===== src/rtl/mem_arbiter_pkg.sv =====
// mem_arbiter_pkg: shared state encoding, requester indices, function codes
// and default sizes for the memory-port arbiter.
package mem_arbiter_pkg;

  // Default widths stand in for the memory unit's address/data widths.
  localparam int ADDR_W_DEF  = 16;
  localparam int DATA_W_DEF  = 16;
  localparam int TIMEOUT_DEF = 255;
  localparam int WAIT_CNT_W  = 8;
  localparam int IDX_W       = 2;

  // Memory function codes understood by the memory unit.
  localparam logic [1:0] GET_CONTENTS = 2'b01;
  localparam logic [1:0] SET_CONTENTS = 2'b10;

  // Requester indices.
  localparam logic [IDX_W-1:0] ARB_TRAV = 2'd0;
  localparam logic [IDX_W-1:0] ARB_EXEC = 2'd1;
  localparam logic [IDX_W-1:0] ARB_EDIT = 2'd2;

  typedef enum logic [1:0] {
    IDLE = 2'h0,
    WAIT = 2'h1
  } arb_state_t;

endpackage


===== src/rtl/mem_arbiter_rr_picker.sv =====
// rr_picker: combinational rotate-priority encoder. Returns the first set
// pending bit found when searching upward from rr_ptr+1, wrapping at NUM_REQ.
module rr_picker
  import mem_arbiter_pkg::*;
#(
  parameter int NUM_REQ = 3
) (
  input  logic [NUM_REQ-1:0] pending,
  input  logic [IDX_W-1:0]   rr_ptr,
  output logic               valid,
  output logic [IDX_W-1:0]   index
);

  logic [IDX_W-1:0] cand_idx;

  // Walk candidates from farthest to nearest so the nearest pending one is kept.
  always_comb begin
    valid    = 1'b0;
    index    = '0;
    cand_idx = '0;
    for (int k = NUM_REQ; k >= 1; k--) begin
      cand_idx = IDX_W'((int'(rr_ptr) + k) % NUM_REQ);
      if (pending[cand_idx]) begin
        valid = 1'b1;
        index = cand_idx;
      end
    end
  end

endmodule


===== src/rtl/mem_arbiter.sv =====
// mem_arbiter: round-robin sharing of the single memory-unit port between
// traversal, execute and edit requesters. Each request pulse is latched into
// a per-requester slot, one transaction is issued to memory at a time, and a
// one-cycle ready plus registered read data is returned to the owner.
// Optional macro ARB_LOCK_EN adds req_lock so an owner can hold the port
// across consecutive transactions (atomic read-modify-write).
module mem_arbiter
  import mem_arbiter_pkg::*;
#(
  parameter int NUM_REQ = 3,
  parameter int ADDR_W  = ADDR_W_DEF,
  parameter int DATA_W  = DATA_W_DEF,
  parameter int TIMEOUT = TIMEOUT_DEF
) (
  input  logic                  clk,
  input  logic                  rst,
  input  logic [NUM_REQ-1:0]    req_execute,
  input  logic [2*NUM_REQ-1:0]  req_func,
  input  logic [ADDR_W*NUM_REQ-1:0] req_addr1,
  input  logic [ADDR_W*NUM_REQ-1:0] req_addr2,
  input  logic [DATA_W*NUM_REQ-1:0] req_write_data,
`ifdef ARB_LOCK_EN
  input  logic [NUM_REQ-1:0]    req_lock,
`endif
  output logic [NUM_REQ-1:0]    req_ready,
  output logic [DATA_W-1:0]     read_data1,
  output logic [DATA_W-1:0]     read_data2,
  output logic                  mem_execute,
  output logic [1:0]            mem_func,
  output logic [ADDR_W-1:0]     address1,
  output logic [ADDR_W-1:0]     address2,
  output logic [DATA_W-1:0]     write_data,
  input  logic                  mem_ready,
  input  logic [DATA_W-1:0]     mem_read_data1,
  input  logic [DATA_W-1:0]     mem_read_data2,
  output logic [IDX_W-1:0]      grant_id,
  output logic                  busy,
  output logic [1:0]            arb_error
);

  arb_state_t              state;
  logic [NUM_REQ-1:0]      pending;
  logic [IDX_W-1:0]        rr_ptr;
  logic [WAIT_CNT_W-1:0]   wait_cnt;
  logic                    overflow_err;
  logic                    timeout_err;
  logic [1:0]              slot_func  [NUM_REQ];
  logic [ADDR_W-1:0]       slot_addr1 [NUM_REQ];
  logic [ADDR_W-1:0]       slot_addr2 [NUM_REQ];
  logic [DATA_W-1:0]       slot_wdata [NUM_REQ];
  logic [NUM_REQ-1:0]      owner_mask;
  logic [NUM_REQ-1:0]      pick_pending;
  logic                    pick_valid;
  logic [IDX_W-1:0]        pick_index;
  logic                    completing;

  assign owner_mask = NUM_REQ'(1) << grant_id;
  assign completing = (state == WAIT) &&
                      (mem_ready || (wait_cnt == WAIT_CNT_W'(TIMEOUT - 1)));
  assign busy       = (state != IDLE);
  assign arb_error  = {timeout_err, overflow_err};

`ifdef ARB_LOCK_EN
  logic locked;
  assign pick_pending = locked ? (pending & owner_mask) : pending;
`else
  assign pick_pending = pending;
`endif

  rr_picker #(.NUM_REQ(NUM_REQ)) u_picker (
    .pending (pick_pending),
    .rr_ptr  (rr_ptr),
    .valid   (pick_valid),
    .index   (pick_index)
  );

  // Latch request pulses into slots; a pulse for the completing owner is
  // accepted (set beats clear), any other pulse on a pending slot overflows.
  always_ff @(posedge clk or posedge rst) begin
    if (rst) begin
      pending      <= '0;
      overflow_err <= 1'b0;
      for (int i = 0; i < NUM_REQ; i++) begin
        slot_func[i]  <= '0;
        slot_addr1[i] <= '0;
        slot_addr2[i] <= '0;
        slot_wdata[i] <= '0;
      end
    end else begin
      for (int i = 0; i < NUM_REQ; i++) begin
        if (completing && (grant_id == IDX_W'(i))) begin
          pending[i] <= 1'b0;
        end
        if (req_execute[i]) begin
          if (pending[i] && !(completing && (grant_id == IDX_W'(i)))) begin
            overflow_err <= 1'b1;
          end else begin
            pending[i]    <= 1'b1;
            slot_func[i]  <= req_func[2*i +: 2];
            slot_addr1[i] <= req_addr1[ADDR_W*i +: ADDR_W];
            slot_addr2[i] <= req_addr2[ADDR_W*i +: ADDR_W];
            slot_wdata[i] <= req_write_data[DATA_W*i +: DATA_W];
          end
        end
      end
    end
  end

  // Issue/complete FSM: grant in IDLE, then wait for mem_ready or timeout.
  always_ff @(posedge clk or posedge rst) begin
    if (rst) begin
      state       <= IDLE;
      rr_ptr      <= IDX_W'(NUM_REQ - 1);
      grant_id    <= '0;
      wait_cnt    <= '0;
      mem_execute <= 1'b0;
      mem_func    <= '0;
      address1    <= '0;
      address2    <= '0;
      write_data  <= '0;
      req_ready   <= '0;
      read_data1  <= '0;
      read_data2  <= '0;
      timeout_err <= 1'b0;
`ifdef ARB_LOCK_EN
      locked      <= 1'b0;
`endif
    end else begin
      mem_execute <= 1'b0;
      req_ready   <= '0;
      case (state)
        IDLE: begin
          if (pick_valid) begin
            mem_execute <= 1'b1;
            mem_func    <= slot_func[pick_index];
            address1    <= slot_addr1[pick_index];
            address2    <= slot_addr2[pick_index];
            write_data  <= slot_wdata[pick_index];
            grant_id    <= pick_index;
            rr_ptr      <= pick_index;
            wait_cnt    <= '0;
            state       <= WAIT;
          end
        end
        WAIT: begin
          if (completing) begin
            req_ready <= owner_mask;
            wait_cnt  <= '0;
            state     <= IDLE;
            if (mem_ready) begin
              read_data1 <= mem_read_data1;
              read_data2 <= mem_read_data2;
            end else begin
              timeout_err <= 1'b1;
              read_data1  <= '0;
              read_data2  <= '0;
            end
`ifdef ARB_LOCK_EN
            locked <= req_lock[grant_id];
`endif
          end else begin
            wait_cnt <= wait_cnt + 1'b1;
          end
        end
        default: state <= IDLE;
      endcase
    end
  end

endmodule


===== config.mk =====
export PLATFORM = sky130hd
export DESIGN_NAME = mem_arbiter
export DESIGN_NICKNAME = d
export VERILOG_FILES = /design/src/rtl/mem_arbiter_pkg.sv /design/src/rtl/mem_arbiter_rr_picker.sv /design/src/rtl/mem_arbiter.sv
export SDC_FILE = /design/constraint.sdc
export NUM_CORES = 1
export LEC_CHECK = 0
export CORE_ASPECT_RATIO = 1.75
export CORE_MARGIN = 4
export CORE_UTILIZATION = 45
export CTS_CLUSTER_DIAMETER = 100
export DETAILED_ROUTE_END_ITERATION = 8
export PLACE_DENSITY = 0.73
export SYNTH_ARGS = -nofsm -noshare
export SYNTH_HDL_FRONTEND = slang
export SYNTH_SLANG_ARGS = --single-unit

===== constraint.sdc =====
create_clock -name clk -period 11.95 [get_ports clk]
set_input_delay 2.39 -clock clk [delete_from_list [all_inputs] [get_ports clk]]
set_output_delay 2.39 -clock clk [all_outputs]
set_load 0.02 [all_outputs]

# Word level (Yosys, flattened, before mapping)

Cells that the tools add are included.

Output and inout bits: 91
Bits of input ports: 188
Register bits after elaboration: 255
Logic and storage cells: 124

Bitwise operators: 5
Reductions and logical operators: 23
Add/sub/neg operators: 4
Div/mod/pow operators: 3
Magnitude comparators: 4
Muxes and demuxes: 51
Equality and inequality tests: 6
Shifts and indexed selects: 1

Operator list:

| kind                  | number |
|---|---|
| $mux 16               | 8 |
| $bmux 16 s2           | 3 |
| $mod 32x3->32 const B | 3 |
| $mux 1                | 23 |
| $mux 8                | 2 |
| $pmux 8 s2            | 1 |
| $mux 2                | 7 |
| $reduce_and 2->1      | 7 |
| $lt 2x3->1 const B    | 3 |
| $add 8x1->8 const B   | 1 |
| $eq 8x8->1 const B    | 1 |
| $logic_and 1x1->1     | 7 |
| $add 2x2->3 const B   | 2 |
| $bmux 1 s2            | 3 |
| $mux 3                | 2 |
| $bmux 2 s2            | 1 |
| $eq 2x1->1 const B    | 2 |
| $logic_not 2->1       | 2 |
| $ne 2x2->1 const B    | 2 |
| $not 1->1             | 4 |
| $pmux 2 s2            | 1 |
| $reduce_bool 2->1     | 2 |
| $add 2x1->3 const B   | 1 |
| $ge 3x3->1 const B    | 1 |
| other kinds (6)       | 8 |

# Longest topological paths before layout

Gate-level depths: netlist of the first run.

Word-level depth: 12
Mapped depth: 11
Mapped depth without buffers: 8

# Modules after synthesis

Synthesis of the first run repeated with hierarchy kept, for this count alone.

Cell total of the unflattened synthesis: 862
Area total of the unflattened synthesis: 10776.6 µm²

By module, submodules not included:

| module      | area each (µm²) | times used | cells each | seq. area each (µm²) |
|---|---|---|---|---|
| mem_arbiter | 10531.4         | 1          | 826        | 6332.3 |
| rr_picker   | 245.2           | 1          | 36         | 0.0 |

# Worst setup path after synthesis of the first run

Ideal clock, no wire load.

Path kind: input to register
From: input port mem_ready
To: register slot_addr1[0] (netlist name)
Library setup time: 125 ps
Setup slack: 8270 ps
Buffers on the path: 2
Cell stages on the path: 7
Data required time: 11825 ps
Arrival: 3555 ps
Cells stage by stage: nand2_1 o31a_1 o21ai_1 and2_1 buf_2 buf_2 mux2_2

Cells in the longest elaborated chain, start to end: 7

Ends and longest elaborated chain:

| item                              | RTL line           | source |
|---|---|---|
| start, declared                   | mem_arbiter.sv:33  | `input logic mem_ready,` |
| $logic_or 1x1->1                  | mem_arbiter.sv:59  | `(mem_ready \|\| (wait_cnt == WAIT_CNT_W'(TIMEOUT - 1)));` |
| $logic_and 1x1->1                 | mem_arbiter.sv:58  | `assign completing = (state == WAIT) &&` |
| $logic_and 1x1->1                 | mem_arbiter.sv:95  | `if (pending[i] && !(completing && (grant_id == IDX_W'(i)))) begin` |
| $logic_not 1->1                   | mem_arbiter.sv:95  |  |
| $logic_and 1x1->1                 | mem_arbiter.sv:95  |  |
| $not 1->1 (no source line)        | n/a                |  |
| $reduce_and 2->1 (no source line) | n/a                |  |
| end signal, assigned by index     | mem_arbiter.sv:100 | `slot_addr1[i] <= req_addr1[ADDR_W*i +: ADDR_W];` |
| end, declared                     | mem_arbiter.sv:48  | `logic [ADDR_W-1:0] slot_addr1 [NUM_REQ];` |

No other way between the ends.
A chain may end at the register's enable or synchronous reset.

# Final worst setup path of the first run

From: input port mem_ready
To: register slot_wdata[11] (netlist name)

Cells in the longest elaborated chain, start to end: 7

Ends and longest elaborated chain:

| item                              | RTL line           | source |
|---|---|---|
| $logic_or 1x1->1                  | mem_arbiter.sv:59  |  |
| $logic_and 1x1->1                 | mem_arbiter.sv:58  |  |
| $logic_and 1x1->1                 | mem_arbiter.sv:95  |  |
| $logic_not 1->1                   | mem_arbiter.sv:95  |  |
| $logic_and 1x1->1                 | mem_arbiter.sv:95  |  |
| $not 1->1 (no source line)        | n/a                |  |
| $reduce_and 2->1 (no source line) | n/a                |  |
| end signal, assigned by index     | mem_arbiter.sv:102 | `slot_wdata[i] <= req_write_data[DATA_W*i +: DATA_W];` |
| end, declared                     | mem_arbiter.sv:50  | `logic [DATA_W-1:0] slot_wdata [NUM_REQ];` |

No other way between the ends.

==> results.cfg, run 1 <==
[worst_setup_path]
endpoint_kind = register
critPathArrivalTime_ns = 4.85
cp-start-kind = input port
worstSetupPathType = in2reg
cp.required_ns = 12.34
reg2reg_to = write_data[0]
r2r-start = grant_id[0]
path_max_fanout = 50
r2r_cells = 8
cp-startpoint = mem_ready
rrSetupSlack_ns = 8.22

[pwr]
p_per_area_nw_per_um2 = 256
p_total_uw = 3720
vdd_drop_max_mv = 0.139
leakage_uw = 0.00633

[synth]
ys_top_cells_by_area = dfrtp_1, mux2_1, o211ai_2
seq_area_frac_synth_pct = 59.1
synth_ff_type = dfrtp_1
async_reset_ff_share_pct = 100
synth_edf_count = 0
yosysWarnings = 0
syn_avg_cell_area_um2 = 13.7
synth_nets = 977
synth_cells = 785
synth_common_cells = dfrtp_1, mux2_1, nand2_1
yosysTopAreaCellShare_pct = 58.9
synth_most_common_cell = dfrtp_1
yosysTopAreaCell = dfrtp_1
synth-seq-cells = 253
synth_cell_types = 46
syn_area_um2 = 10700

[timing]
hold_violations = 0
fin_tns_setup_ns = 0
whs_ns = 0.483
setup_ws_ns = 7.49
min_period_over_period_pct = 37.3
fin_crit_ns = 4.46
fmax_mhz = 224
grt_setup_unrepaired = no
maxSlewViolCount = 0
slew_headroom_pct = 20.6
finClkSkew_ns = 0.0139
tightest_slew_ns = 1.18
setup_viol = 0

[placement]
port_buffers = 278
place_area_um2 = 13700
dp_hpwl_mm = 18.2
gp_congestion = 0.756
post-place-ws_ns = 6.98

[routing]
drtAntennaViolNets = 0
drc = 0
drtPass1Iterations = 5
routed_via_density = 5.32
wl_mm = 27.6
routedWlPerCell_um = 20.2
drt-initial-drc-count = 347
via_count = 7251

[layout]
n_fill_cell = 1852
fin_area_um2 = 14500
drive_gt1_share_pct = 15.5
syn_to_final_growth_pct = 35.7
nNetsFinal = 1233

[global_route]
grt_pass1_wl_mm = 43.7
grt_max_degree = 110
grt.total_usage_pct = 20.6
antenna_found_initial = 2
grt_overflow = 0
grt_pass1_vias = 8055

[floorplanning]
io_pins = 279
die_w_um = 125
rows = 74
die_h_um = 212
start_util_pct = 45.7
die-area_um2 = 26400
core_um2 = 23400

[cts]
h-tree-depth = 1
ctsHoldBuffers = 0
cts_buffers = 24
path_clk_slew_ns = 0.06
clockBufferDepth = 3
cts-root-buf = clkbuf_16
cts.sinks = 253
insertion_delay_ns = 0.51
cts_resized = 0
cts_tree = yes
cts_setup_buffers = 0

[run]
drv_cap = 0

[worst_hold_path]
hold_start = write_data[8]
min_path_type = reg2reg
holdPathEnd = write_data[8]
hold-path-cell-count = 2

[outcome]
status = finished clean
report_power, final:
group	total, µW	leakage [µW]	internal (µW)	switching, µW
sequential	1450	0.00307	1240	213
clock	805	0.000427	481	324
combinational	1460	0.00284	711	751
total	3720	0.00633	2430	1290
stage by stage:
step	utilization (%)	std cells
after floorplan	-	785
after global routing	62.0	1363
after global placement	58.4	1319
after detailed placement	58.4	1319
final	62.1	1364
after CTS	62.0	1362
worst max-delay path by stage:
stage	to	slack, ns	depth (start not counted)
after global placement	slot_addr2[3]	7.06	8
after CTS	slot_wdata[11]	7.48	8
after floorplan	address1[0]	2.60	1
after global routing	slot_addr2[8]	7.35	8
final	slot_wdata[11]	7.49	8
after detailed placement	slot_wdata[6]	6.98	8
worst max-delay path, stage by stage:
cell,delay (ns)
clkdlybuf4s50_1,0.54
nand2_1,0.08
o31a_1,0.13
buf_4,0.27
o21ai_1,0.24
and2_2,0.18
buf_4,0.56
mux2_2,0.41
area by class of cell:
cell class                      count  area (µm²)  share of cell area, %
Clock buffer                       35         753                   5.18
Tap cell                          304         380                   2.62
Inverter                           11        51.3                  0.353
Sequential cell                   253        6330                   43.6
Timing Repair Buffer              287        2850                   19.6
Antenna cell                        2        5.00                 0.0344
Clock inverter                      8        97.6                  0.671
Multi-Input combinational cell    464        4070                   28.0
registers in the layout, summed over array words and instances, names as in the netlist, 6 cells and up:
name,flops
slot_func,6
slot_addr2,48
address2,16
slot_wdata,48
write_data,16
read_data1,16
address1,16
read_data2,16
slot_addr1,48
wait_cnt,8
placed cells by master (no fill, tap or decap), types with 2 or more instances in the layout:
cell,n
nand3_1,55
mux2i_1,50
nand2_1,64
o22ai_1,2
clkdlybuf4s50_1,278
o21ai_0,11
mux2_1,100
o31ai_1,3
a21oi_1,2
buf_4,9
a22o_1,32
bufinv_16,2
o31a_1,2
clkbuf_8,9
clkinv_2,4
o31ai_2,2
nor2_1,7
clkbuf_16,25
mux2_2,50
o211ai_2,49
inv_1,9
ha_1,4
nor3_1,3
diode_2,2
dfrtp_1,252
nand2_2,2
nor2b_1,5
cells by family (layout without fill, tap and decap cells):
group           count (synthesis)  after routing  synth area share, %
flops                         253            253                 59.1
mux                           200            200                 20.4
simple gates                  144            144                 6.10
compound gates                114            114                 10.5
buf+inv                        68            341                 3.20
fa+ha+maj                       5              5                0.561
xor+xnor                        1              1               0.0818
other cells                     0              2                    0
routing by layer:
metal	GRT usage [%]	vias up	wire [µm]
li1	-	3331	-
met3	4.37	36	1490
met1	23.4	3677	10400
met4	6.05	2	653
met5	0	-	13
met2	38.8	205	15000
No activity file was read; power rests on OpenSTA's default activity.
==> inputs of run 2 (changes only) <==
CORE_UTILIZATION = 44   (was 45)
PLACE_DENSITY = 0.74   (was 0.73)
clock period = 3.9 ns   (was 11.95 ns; I/O delays follow)
==> run 2 against run 1 <==
Clock skew rose by 0.0071 ns; sequential power rose to 3.1 times the previous value; combinational power rose to 3.2 times the previous value; highest routed layer is now met4.
==> results.cfg, run 2 (synthesis gave the netlist of run 1 again) <==
[outcome]
status = finished clean

[cts]
ctsHoldBuffers = 0
clockBufferDepth = 3
cts_setup_buffers = 0
insertion_delay_ns = 0.53
cts_resized = 0
cts-root-buf = clkbuf_16
h-tree-depth = 1
cts.sinks = 253
path_clk_slew_ns = 0.07
cts_tree = yes
cts_buffers = 24

[placement]
gp_congestion = 0.745
port_buffers = 278
dp_hpwl_mm = 19.0
dpl.cell_count = 1334
post-place-ws_ns = 0.757

[run]
drv_cap = 0

[floorplanning]
io_pins = 279
die_w_um = 126
start_util_pct = 44.6
core_um2 = 24000
die_h_um = 214
die-area_um2 = 27000
rows = 75

[timing]
grt_setup_unrepaired = no
maxSlewViolCount = 0
finClkSkew_ns = 0.0210
fmax_mhz = 321
slew_headroom_pct = 22.0
min_period_over_period_pct = 79.9
setup_viol = 0
hold_violations = 0
fin_crit_ns = 3.12
tightest_slew_ns = 1.16
setup_ws_ns = 0.784

[global_route]
grt.total_usage_pct = 20.8
grt_pass1_vias = 8044
grt_pass1_wl_mm = 44.9
antenna_found_initial = 1
grt_max_degree = 90
grt_overflow = 0

[layout]
layout_common_cells = clkdlybuf4s50_1, dfrtp_1, mux2_1
final_common_cell = clkdlybuf4s50_1
syn_to_final_growth_pct = 36.2
finalNonFillerCells = 1377
reg_top3 = slot_addr1 x48, slot_addr2 x48, slot_wdata x48
drive_gt1_share_pct = 16.0
nNetsFinal = 1244

[worst_setup_path]
max_stage_delay_ns = 0.61
endpoint_kind = register
path_max_fanout = 50
slowest_stage = or4_2
crit_chain = inv_1, ha_1, o21ba_2, o32ai_1, or4_2, inv_4, nand2_4, o211ai_1
critPathBufInv = 2
critPathArrivalTime_ns = 3.55
worstSetupPathType = reg2reg
cp.required_ns = 4.34
cp-start-kind = register
cpLargestDelayFamily = simple AND/OR/NAND/NOR gates

[routing]
drc = 0
drtAntennaViolNets = 0
routed_via_density = 5.34
wl_mm = 28.4
drtPass1Iterations = 4
routedWlPerCell_um = 20.6
via_count = 7353
drt-initial-drc-count = 294

[pwr]
switching_share_pct = 35.2
pwr-share-comb_pct = 40.7
p_total_uw = 11300
clockPowerShare_pct = 20.3
vdd_drop_max_mv = 0.368
leakage_uw = 0.00636
seq_power_share_pct = 39.1
p_int_uw = 7340
switchingPower_uw = 3990
p_per_area_nw_per_um2 = 777

[worst_hold_path]
min_path_type = reg2reg
## run 2: area by class of cell
class / instances / area [µm²]
diodes: 1 / 2.50
clock buffers: 34 / 698
clock inverters: 8 / 76.3
fillers: 1958 / 9430
inverters: 11 / 47.5
multi-input cells: 464 / 4070
flip-flops and latches: 253 / 6330
well taps: 308 / 385
repair buffers: 298 / 2980
## run 2: metal layers
layer  GRT usage (%)  part of all wire (%)  up-vias
li1                -                     -     3357
met4            6.37                   2.6        0
met5               0                     0        -
met1            24.9                    38     3727
met3            2.82                   4.8       43
met2            38.4                    54      226
## run 2: power by group through the flow
stage          sequential (µW)  combinational (µW)  clock (µW)
2_1_floorplan             4710                2690           0
3_3_place_gp              4430                4580           0
3_5_place_dp              4470                4680           0
4_1_cts                   4440                4690        2370
5_1_grt                   4580                4970        2460
6_report                  4430                4610        2300
## run 2: final timing paths
path / from / end / slack, ns / cells after the start
min in group asynchronous: rst / slot_func[5] / 0.77 / 2
max in group asynchronous: rst / read_data2[12] / 2.19 / 3
setup reg to reg: grant_id[0] / write_data[0] / 0.78 / 8
hold / removal: timeout_err / timeout_err / 0.48 / 1
hold reg to reg: timeout_err / timeout_err / 0.48 / 1
setup / recovery: grant_id[0] / write_data[0] / 0.78 / 8
## run 2: stage by stage
step                hold slack [ns]  setup TNS [ns]  utilization (%)  instance area [µm²]
floorplan                     0.440          -52.63                -                10700
global placement              0.462               0             57.5                13800
detailed placement            0.469               0             57.5                13800
CTS                           0.484               0             60.7                14600
global route                  0.495               0             60.7                14600
finish                        0.478               0             60.7                14600
